$ cat config.mk
export PLATFORM = sky130hd
export DESIGN_NAME = dac_daisy_receiver
export DESIGN_NICKNAME = d
export VERILOG_FILES = /design/src/rtl/dac_daisy_receiver.sv
export SDC_FILE = /design/constraint.sdc
export NUM_CORES = 1
export LEC_CHECK = 0
export CAP_MARGIN = 20
export CORE_UTILIZATION = 40
export DETAILED_ROUTE_END_ITERATION = 7
export PLACE_DENSITY = 0.62
export SYNTH_ARGS = -nofsm -noshare
export SYNTH_HDL_FRONTEND = slang
export SYNTH_SLANG_ARGS = --single-unit
$ cat constraint.sdc
create_clock -name clk -period 3.25 [get_ports clk]
set_clock_uncertainty 0.05 [all_clocks]
set_input_delay 0.65 -clock clk [delete_from_list [all_inputs] [get_ports clk]]
set_output_delay 0.65 -clock clk [all_outputs]
set_load 0.03 [all_outputs]
$ cat src/rtl/dac_daisy_receiver.sv
// dac_daisy_receiver: oversampled DAC daisy-chain responder with show-ahead word FIFO and frame status
module dac_daisy_receiver #(
  parameter int WORD_WIDTH  = 32,
  parameter int FIFO_DEPTH  = 4,
  parameter int SYNC_STAGES = 2
) (
  input  logic                          clk,
  input  logic                          rst,
  input  logic                          dac_sck,
  input  logic                          dac_cs_b,
  input  logic                          dac_sdi,
  output logic [WORD_WIDTH-1:0]         word_dout,
  output logic                          word_valid,
  input  logic                          word_ready,
  output logic [$clog2(FIFO_DEPTH):0]   fifo_count,
  output logic                          frame_done,
  output logic [7:0]                    frame_words,
  output logic                          frame_err,
  output logic                          overflow,
  input  logic                          err_clr
);
  localparam int AW = $clog2(FIFO_DEPTH);
  localparam int CW = AW + 1;
  localparam int BW = $clog2(WORD_WIDTH);
  localparam logic [1:0] IDLE  = 2'd0;
  localparam logic [1:0] SHIFT = 2'd1;
  logic [SYNC_STAGES-1:0] sck_sync_q, cs_sync_q, sdi_sync_q, fill_q;
  logic s_sck, s_cs_b, s_sdi, s_sck_d_q, s_cs_b_d_q, armed_q, armed_d;
  logic sck_rise, cs_fall, cs_rise;
  logic [1:0] state_q, state_d;
  logic [BW-1:0] bit_q, bit_d;
  logic [WORD_WIDTH-1:0] shift_q, shift_d, push_word;
  logic [7:0] wcnt_q, wcnt_d, frame_words_q, frame_words_d;
  logic frame_done_q, frame_done_d, frame_err_q, frame_err_d, overflow_q, overflow_d, push;
  logic [WORD_WIDTH-1:0] mem_q [FIFO_DEPTH];
  logic [AW-1:0] wr_ptr_q, rd_ptr_q;
  logic [CW-1:0] count_q, count_d;
  logic full, wr_en, rd_en;
  assign s_sck  = sck_sync_q[SYNC_STAGES-1];
  assign s_cs_b = cs_sync_q[SYNC_STAGES-1];
  assign s_sdi  = sdi_sync_q[SYNC_STAGES-1];
  // cs_b is only trusted once a real high level has crossed the synchroniser, so a frame caught mid-flight by reset is ignored
  assign armed_d  = armed_q | (fill_q[SYNC_STAGES-1] & s_cs_b);
  assign sck_rise = s_sck & ~s_sck_d_q;
  assign cs_fall  = armed_q & ~s_cs_b & s_cs_b_d_q;
  assign cs_rise  = s_cs_b & ~s_cs_b_d_q;
  assign push_word = {shift_q[WORD_WIDTH-2:0], s_sdi};
  always_comb begin
    state_d       = state_q;
    bit_d         = bit_q;
    shift_d       = shift_q;
    wcnt_d        = wcnt_q;
    frame_words_d = frame_words_q;
    frame_done_d  = 1'b0;
    frame_err_d   = 1'b0;
    push          = 1'b0;
    if (state_q == IDLE) begin
      bit_d   = '0;
      shift_d = '0;
      wcnt_d  = '0;
      state_d = cs_fall ? SHIFT : IDLE;
    end else if (state_q == SHIFT) begin
      if (cs_rise) begin
        state_d       = IDLE;
        frame_done_d  = bit_q == '0;
        frame_err_d   = bit_q != '0;
        frame_words_d = bit_q == '0 ? wcnt_q : frame_words_q;
      end else if (sck_rise && !s_cs_b) begin
        shift_d = push_word;
        push    = bit_q == BW'(WORD_WIDTH - 1);
        bit_d   = push ? '0 : bit_q + BW'(1);
        wcnt_d  = push && wcnt_q != 8'hFF ? wcnt_q + 8'd1 : wcnt_q;
      end
    end else begin
      state_d = IDLE;
    end
  end
  assign full       = count_q == CW'(FIFO_DEPTH);
  assign rd_en      = word_ready && count_q != '0;
  assign wr_en      = push && (!full || rd_en);
  assign count_d    = count_q + CW'(wr_en) - CW'(rd_en);
  assign overflow_d = (push && full && !rd_en) || (overflow_q && !err_clr);
  always_ff @(posedge clk) begin
    if (rst) begin
      sck_sync_q    <= '0;
      cs_sync_q     <= '1;
      sdi_sync_q    <= '0;
      fill_q        <= '0;
      s_sck_d_q     <= 1'b0;
      s_cs_b_d_q    <= 1'b1;
      armed_q       <= 1'b0;
      state_q       <= IDLE;
      bit_q         <= '0;
      shift_q       <= '0;
      wcnt_q        <= '0;
      frame_words_q <= '0;
      frame_done_q  <= 1'b0;
      frame_err_q   <= 1'b0;
      overflow_q    <= 1'b0;
      mem_q         <= '{default: '0};
      wr_ptr_q      <= '0;
      rd_ptr_q      <= '0;
      count_q       <= '0;
    end else begin
      sck_sync_q    <= {sck_sync_q[SYNC_STAGES-2:0], dac_sck};
      cs_sync_q     <= {cs_sync_q[SYNC_STAGES-2:0], dac_cs_b};
      sdi_sync_q    <= {sdi_sync_q[SYNC_STAGES-2:0], dac_sdi};
      fill_q        <= {fill_q[SYNC_STAGES-2:0], 1'b1};
      s_sck_d_q     <= s_sck;
      s_cs_b_d_q    <= s_cs_b;
      armed_q       <= armed_d;
      state_q       <= state_d;
      bit_q         <= bit_d;
      shift_q       <= shift_d;
      wcnt_q        <= wcnt_d;
      frame_words_q <= frame_words_d;
      frame_done_q  <= frame_done_d;
      frame_err_q   <= frame_err_d;
      overflow_q    <= overflow_d;
      if (wr_en) mem_q[wr_ptr_q] <= push_word;
      wr_ptr_q      <= wr_ptr_q + AW'(wr_en);
      rd_ptr_q      <= rd_ptr_q + AW'(rd_en);
      count_q       <= count_d;
    end
  end
  assign word_dout   = mem_q[rd_ptr_q];
  assign word_valid  = count_q != '0;
  assign fifo_count  = count_q;
  assign frame_done  = frame_done_q;
  assign frame_err   = frame_err_q;
  assign frame_words = frame_words_q;
  assign overflow    = overflow_q;
endmodule

Yosys cells after proc, flatten, opt, wreduce, memory -nomap -nowiden
Index checks and enable logic that the tools add are counted. W data, S select, Z words.

Add/sub/neg operators: 6. Magnitude comparators: 3. Equal/unequal tests: 5. Mux-type cells: 16. Bitwise operators: 14. Reductions and logical operators: 23.

Operators with widths (count): $bwmux W128 (1); $mux W32 (3); $bmux W32 S2 (1); $demux W32 S2 (1); $add A8 B1 Y8 const B (1); $logic_and A1 B1 Y1 (8); $ne A8 B8 Y1 const B (1); $reduce_and A4 Y1 (2); $ge A3 B3 Y1 const B (2); $mux W1 (6); $mux W2 (3); $not A1 Y1 (6); $not A2 Y3 (2); $add A5 B1 Y5 const B (1); $and A1 B1 Y1 (5); $eq A5 B5 Y1 const B (1); $logic_not A5 Y1 (1); $mux W5 (1); $reduce_bool A5 Y1 (1); $add A2 B1 Y2 (2); $logic_not A1 Y1 (4); $reduce_or A4 Y1 (1); $add A3 B1 Y3 (1); $eq A3 B3 Y1 const B (1); 10 further kinds (11).

Bits in registers: 203. Input port bits: 7.

Longest topological paths before layout
Depth after elaboration: 10. Gate-level depth with buffers: 14. Depth with buffers taken out: 14.

Least setup slack after synthesis
Ideal clock, no wire load.

Path type: reg-to-reg. Start point: reg bit_q[0]. End point: reg count_q[2], in the netlist fifo_count[2]. Library setup time: 0.128 ns. Arrival: 2.555 ns. Data required time: 3.072 ns. Setup slack: 0.518 ns. Cell stages (with the launch flop): 15. Path through: dfxtp_1 -> ha_1 -> and3_1 -> ha_1 -> nand2_1 -> nor2_1 -> nand2_1 -> ha_1 -> inv_1 -> ha_1 -> inv_1 -> fa_1 -> xor2_1 -> xnor2_1 -> nor2_1.

Cells in the longest elaborated chain, start to end: 8.

RTL lines: start: declaration (RTL line 31) `logic [BW-1:0] bit_q, bit_d;`; start signal: assignment (RTL line 113) `bit_q <= bit_d;`; $eq A5 B5 Y1 (RTL line 70) `push = bit_q == BW'(WORD_WIDTH - 1);`; $mux W1 (RTL line 68) `end else if (sck_rise && !s_cs_b) begin`; $mux W1 (RTL line 63) `if (cs_rise) begin`; $mux W1 (RTL line 62) `end else if (state_q == SHIFT) begin`; $mux W1 (RTL line 57) `if (state_q == IDLE) begin`; $logic_and A1 B1 Y1 (RTL line 80) `assign wr_en = push && (!full || rd_en);`; $add A3 B1 Y3 (RTL line 81) `assign count_d = count_q + CW'(wr_en) - CW'(rd_en);`; $sub A3 B1 Y3 (RTL line 81); end signal: assignment (RTL line 123) `count_q <= count_d;`; end: declaration (RTL line 37) `logic [CW-1:0] count_q, count_d;`.

No other way between the ends. A chain may end at the register's enable or synchronous reset.

Final worst setup path
Start point: reg rd_ptr_q[1]. End point: out word_dout[12].

Cells in the longest elaborated chain, start to end: 4.

RTL lines: start: declaration (RTL line 36) `logic [AW-1:0] wr_ptr_q, rd_ptr_q;`; start signal: assignment (RTL line 122) `rd_ptr_q <= rd_ptr_q + AW'(rd_en);`; $not A2 Y3 (not written as such) (RTL line 126) `assign word_dout = mem_q[rd_ptr_q];`; $bmux W32 S2 (RTL line 126); $mux W32 (not written as such) (2 in series) (RTL line 126); end: declaration (RTL line 12) `output logic [WORD_WIDTH-1:0] word_dout,`.

No other way between the ends. The select of a mux whose other input is x is not followed.

==> implementation parameters <==
Parameter                              Value

Synthesis
  Gate Count Post-Synth ... between 900 and 1000
  Synthesized-area fraction occupied by ao, oa, aoi and oai cells ... 0.129
  Mapped Nets ... 934
  Simple-gate share of the synthesized area ... 0.216
  Adder and majority cell fraction of the synthesized area ... 0.0146
  Leading register cell type out of synthesis ... sky130_fd_sc_hd__dfxtp_1
  Fraction of registers with async set/reset ... 0
  Register area share after synthesis ... 0.493
  Top cells by instance count after synthesis ... 287 x sky130_fd_sc_hd__nand2_1, 202 x sky130_fd_sc_hd__dfxtp_1, 139 x sky130_fd_sc_hd__a21oi_1
  Main combinational cell family by area after synthesis ... simple AND/OR/NAND/NOR gates
  Total standard cell area after synthesis ... approximately 8200 µm²
  Cell type with the largest total area after synthesis ... sky130_fd_sc_hd__dfxtp_1
  Synth Area per Inst ... between 8 and 9 µm²
  Number of register bits inferred by synthesis ... 202
  Distinct cells, synth ... 44
  Top cells by area, synth ... sky130_fd_sc_hd__dfxtp_1 49%, sky130_fd_sc_hd__nand2_1 13%, sky130_fd_sc_hd__mux4_2 8.8%
  Synthesis Warnings ... 0
  Share of cell area taken by muxes after synthesis ... 0.0988
  Most common cell in the synthesized netlist ... sky130_fd_sc_hd__nand2_1
  Number of flops mapped to enable cells by yosys ... 0
  Area fraction of the dominant cell type after synthesis ... 0.493
  Synth Area in XOR/XNOR ... 0.00534

Global routing
  Largest net degree at the start of global routing ... 155
  First-pass GRT wire length ... approximately 32 mm
  GR Overflow Total ... 0
  Combined global-route utilization of all metal layers ... 0.182
  Number of global-route vias before repair ... 6078
  Initial antenna violation count ... 0

STA
  Hold slack final ... 0.350 ns
  Fmax ... about 320 MHz
  Setup TNS after final layout ... 0 ns
  Number of setup violations in the final report ... 0
  Unrepaired setup endpoints after global routing ... no
  Final critical delay including setup and external delays ... between 3 and 4 ns
  Number of max-slew violations in the final report ... 0
  Final hold violations ... 0
  Final Cycle Share ... 0.952
  Tightest slew margin relative to the limit ... 0.455
  Slew of the pin with the lowest slew margin ... just over 0.8 ns

Cells and area
  Area Growth Syn to Fin ... 18.4%
  Number of antenna cells inserted ... 0
  Proportion of layout cells with a drive suffix above 1 ... 0.176
  Final Net Count ... 964
  Filler cells ... around 1900
  Post-route cell area ... 9720 µm²
  Final Instance Count excl. Fillers ... 1231

Worst setup path
  Critical Path Source Type ... flop
  Required time of the critical path ... 2.55 ns
  Critical path class ... reg -> out
  Critical Path Slowest Stage Cell ... sky130_fd_sc_hd__clkdlybuf4s50_1
  Crit path max fanout ... 18
  Data arrival time of the critical path ... roughly 2.4 ns
  Nature of the critical path endpoint ... output port
  Slack of the worst reg-to-reg path ... 0.40 ns
  R2r worst-path depth ... 14
  CP peak stage delay ... 0.61 ns
  FF-to-FF End ... fifo_count[2]$_SDFF_PP0_
  Cell breakdown of the critical path ... buf_12 > mux4_2 > clkdlybuf4s50_1
  Number of buffer and inverter instances along the worst setup path ... 2
  Family with the most delay on the worst path ... buffers and inverters
  Worst reg2reg startpoint ... bit_q[0]$_SDFFE_PP0P_

Clock tree
  CTS tree ... built
  Post CTS Setup Buffer Count ... 0
  Maximum root-to-sink buffer count ... 3
  Resize count post-CTS ... 1
  Later-pin clock latency in the skew report ... 0.50 ns
  Clock root buffer ... sky130_fd_sc_hd__clkbuf_16
  Cts hold-fix bufs ... 0
  Clock input transition at the sequential cells of the worst setup and hold paths ... 0.06 ns
  Number of clock sinks ... 202
  Maximum level of the CTS H-tree ... 1
  Number of buffers created by CTS ... 22

Placement
  Final HPWL from detailed placement ... 10.4 mm
  Routability cong. ... between 0.7 and 0.8
  Number of port buffers ... 53
  Placed Instances ... approximately 1200
  Post-placement cell area ... 8970 µm²

Power
  Lkg Pwr ... 3.04 nW
  Total power divided by cell area ... 520 nW/µm²
  Power, Total ... 0.00505 W
  Peak VDD IR ... 0.358 mV

Min path
  Beginning of the worst hold path ... rst
  WHS Path Cells ... 2
  Worst Hold Class ... in -> reg
  End point of the worst hold path ... fill_q[0]$_DFF_P_

Floorplanning
  Die width ... 145 µm
  Die extent in y ... 145 µm
  I/O pin total ... 54
  DIE AREA ... 21100 µm²
  Std cell rows ... between 50 and 60
  Area of the core ... between 20000 and 25000 µm²
  Initial Util ... 0.407

Drt
  Detailed Route Iter0 Violations ... 406
  Detail-routed via count per cell ... 5.02
  Detailed-router iteration count before antenna repair ... 4
  DR DRC count ... 0
  Wire length per cell after detailed routing ... 15.2 µm
  Via count of the routed design ... 6180
  Total routed wirelength ... 18.7 mm
  Antenna Violating Nets Remaining ... 0

Status
  Outcome ... finished clean

Run
  Number of max-capacitance violations reported ... 0
## cell usage in the layout (no fill, tap or decap), drive strengths merged, types with 2 or more instances in the layout
master | synthesis | final
clkbuf | 42 | 36
a21oi | 169 | 169
mux4 | 32 | 32
clkdlybuf4s50 | 0 | 52
nand4 | 4 | 4
ha | 8 | 8
or4 | 3 | 3
dfxtp | 202 | 202
inv | 9 | 9
and3 | 4 | 4
a311oi | 2 | 2
nor3 | 5 | 5
a211oi | 2 | 2
or2 | 2 | 2
nand3 | 4 | 4
mux2i | 9 | 9
and2 | 3 | 3
nor4 | 2 | 2
nand2 | 327 | 327
a31oi | 3 | 3
o21ai | 3 | 3
nor4b | 3 | 3
xor2 | 2 | 2
and4 | 3 | 3
buf | 26 | 22
nor2 | 23 | 23
nor2b | 11 | 11
a21boi | 2 | 2
xnor2 | 3 | 3
## logic make-up after synthesis
| family | Yosys count |
|---|---|
| xor+xnor | 5 |
| compound gates | 183 |
| mux | 41 |
| fa+ha+maj | 9 |
| buf+inv | 77 |
| flops | 202 |
| simple gates | 401 |
## power breakdown
part           leakage (nW)  switching (W)  internal [W]
Combinational          1.05      0.0000427     0.0000136
Sequential             1.63     0.00000383       0.00248
Clock                 0.367       0.000943       0.00157
## sequential cells by signal, summed over array words and instances (netlist names), 3 cells and up
| signal | flops |
|---|---|
| mem_q | 128 |
| shift_q | 31 |
| wcnt_q | 8 |
| frame_words | 8 |
| fifo_count | 3 |
| bit_q | 5 |
## final cells by class
| type | count | area [µm²] | share of cell area |
|---|---|---|---|
| multi-input cells | 639 | 3830 | 0.394 |
| clock buffers | 36 | 714 | 0.0735 |
| well taps | 270 | 338 | 0.0348 |
| flip-flops and latches | 202 | 4050 | 0.417 |
| clock inverters | 1 | 30.0 | 0.00309 |
| repair buffers | 74 | 723 | 0.0744 |
| inverters | 9 | 33.8 | 0.00348 |
## through the flow
stage / util / worst slack [ns]
floorplan: - / 0.518
global placement: 0.445 / 0.0549
detailed placement: 0.445 / 0.0274
CTS: 0.482 / 0.110
global route: 0.482 / 0.0738
finish: 0.482 / 0.157
## how the worst max path moves through the flow
stage | startpoint | to | slack (ns) | depth (start not counted)
after floorplan | bit_q[0]$_SDFFE_PP0P_ | fifo_count[2]$_SDFF_PP0_ | 0.52 | 14
after global placement | word_ready | fifo_count[2]$_SDFF_PP0_ | 0.05 | 11
after detailed placement | word_ready | fifo_count[2]$_SDFF_PP0_ | 0.03 | 11
after CTS | rd_ptr_q[1]$_SDFF_PP0_ | word_dout[2] | 0.11 | 3
after global routing | rd_ptr_q[1]$_SDFF_PP0_ | word_dout[12] | 0.07 | 3
final | rd_ptr_q[1]$_SDFF_PP0_ | word_dout[12] | 0.16 | 3
## metal layers
layer  share of wire  track usage  vias to the layer above  routed length (µm)
met4           0.017       0.0411                        0                 312
met5               0            0                        -                   0
met1            0.48        0.253                     2924                8980
met3           0.037       0.0258                       21                 694
met2            0.47        0.299                      100                8770
li1                -            -                     3135                   -
Power figures use the tool's default switching activity.
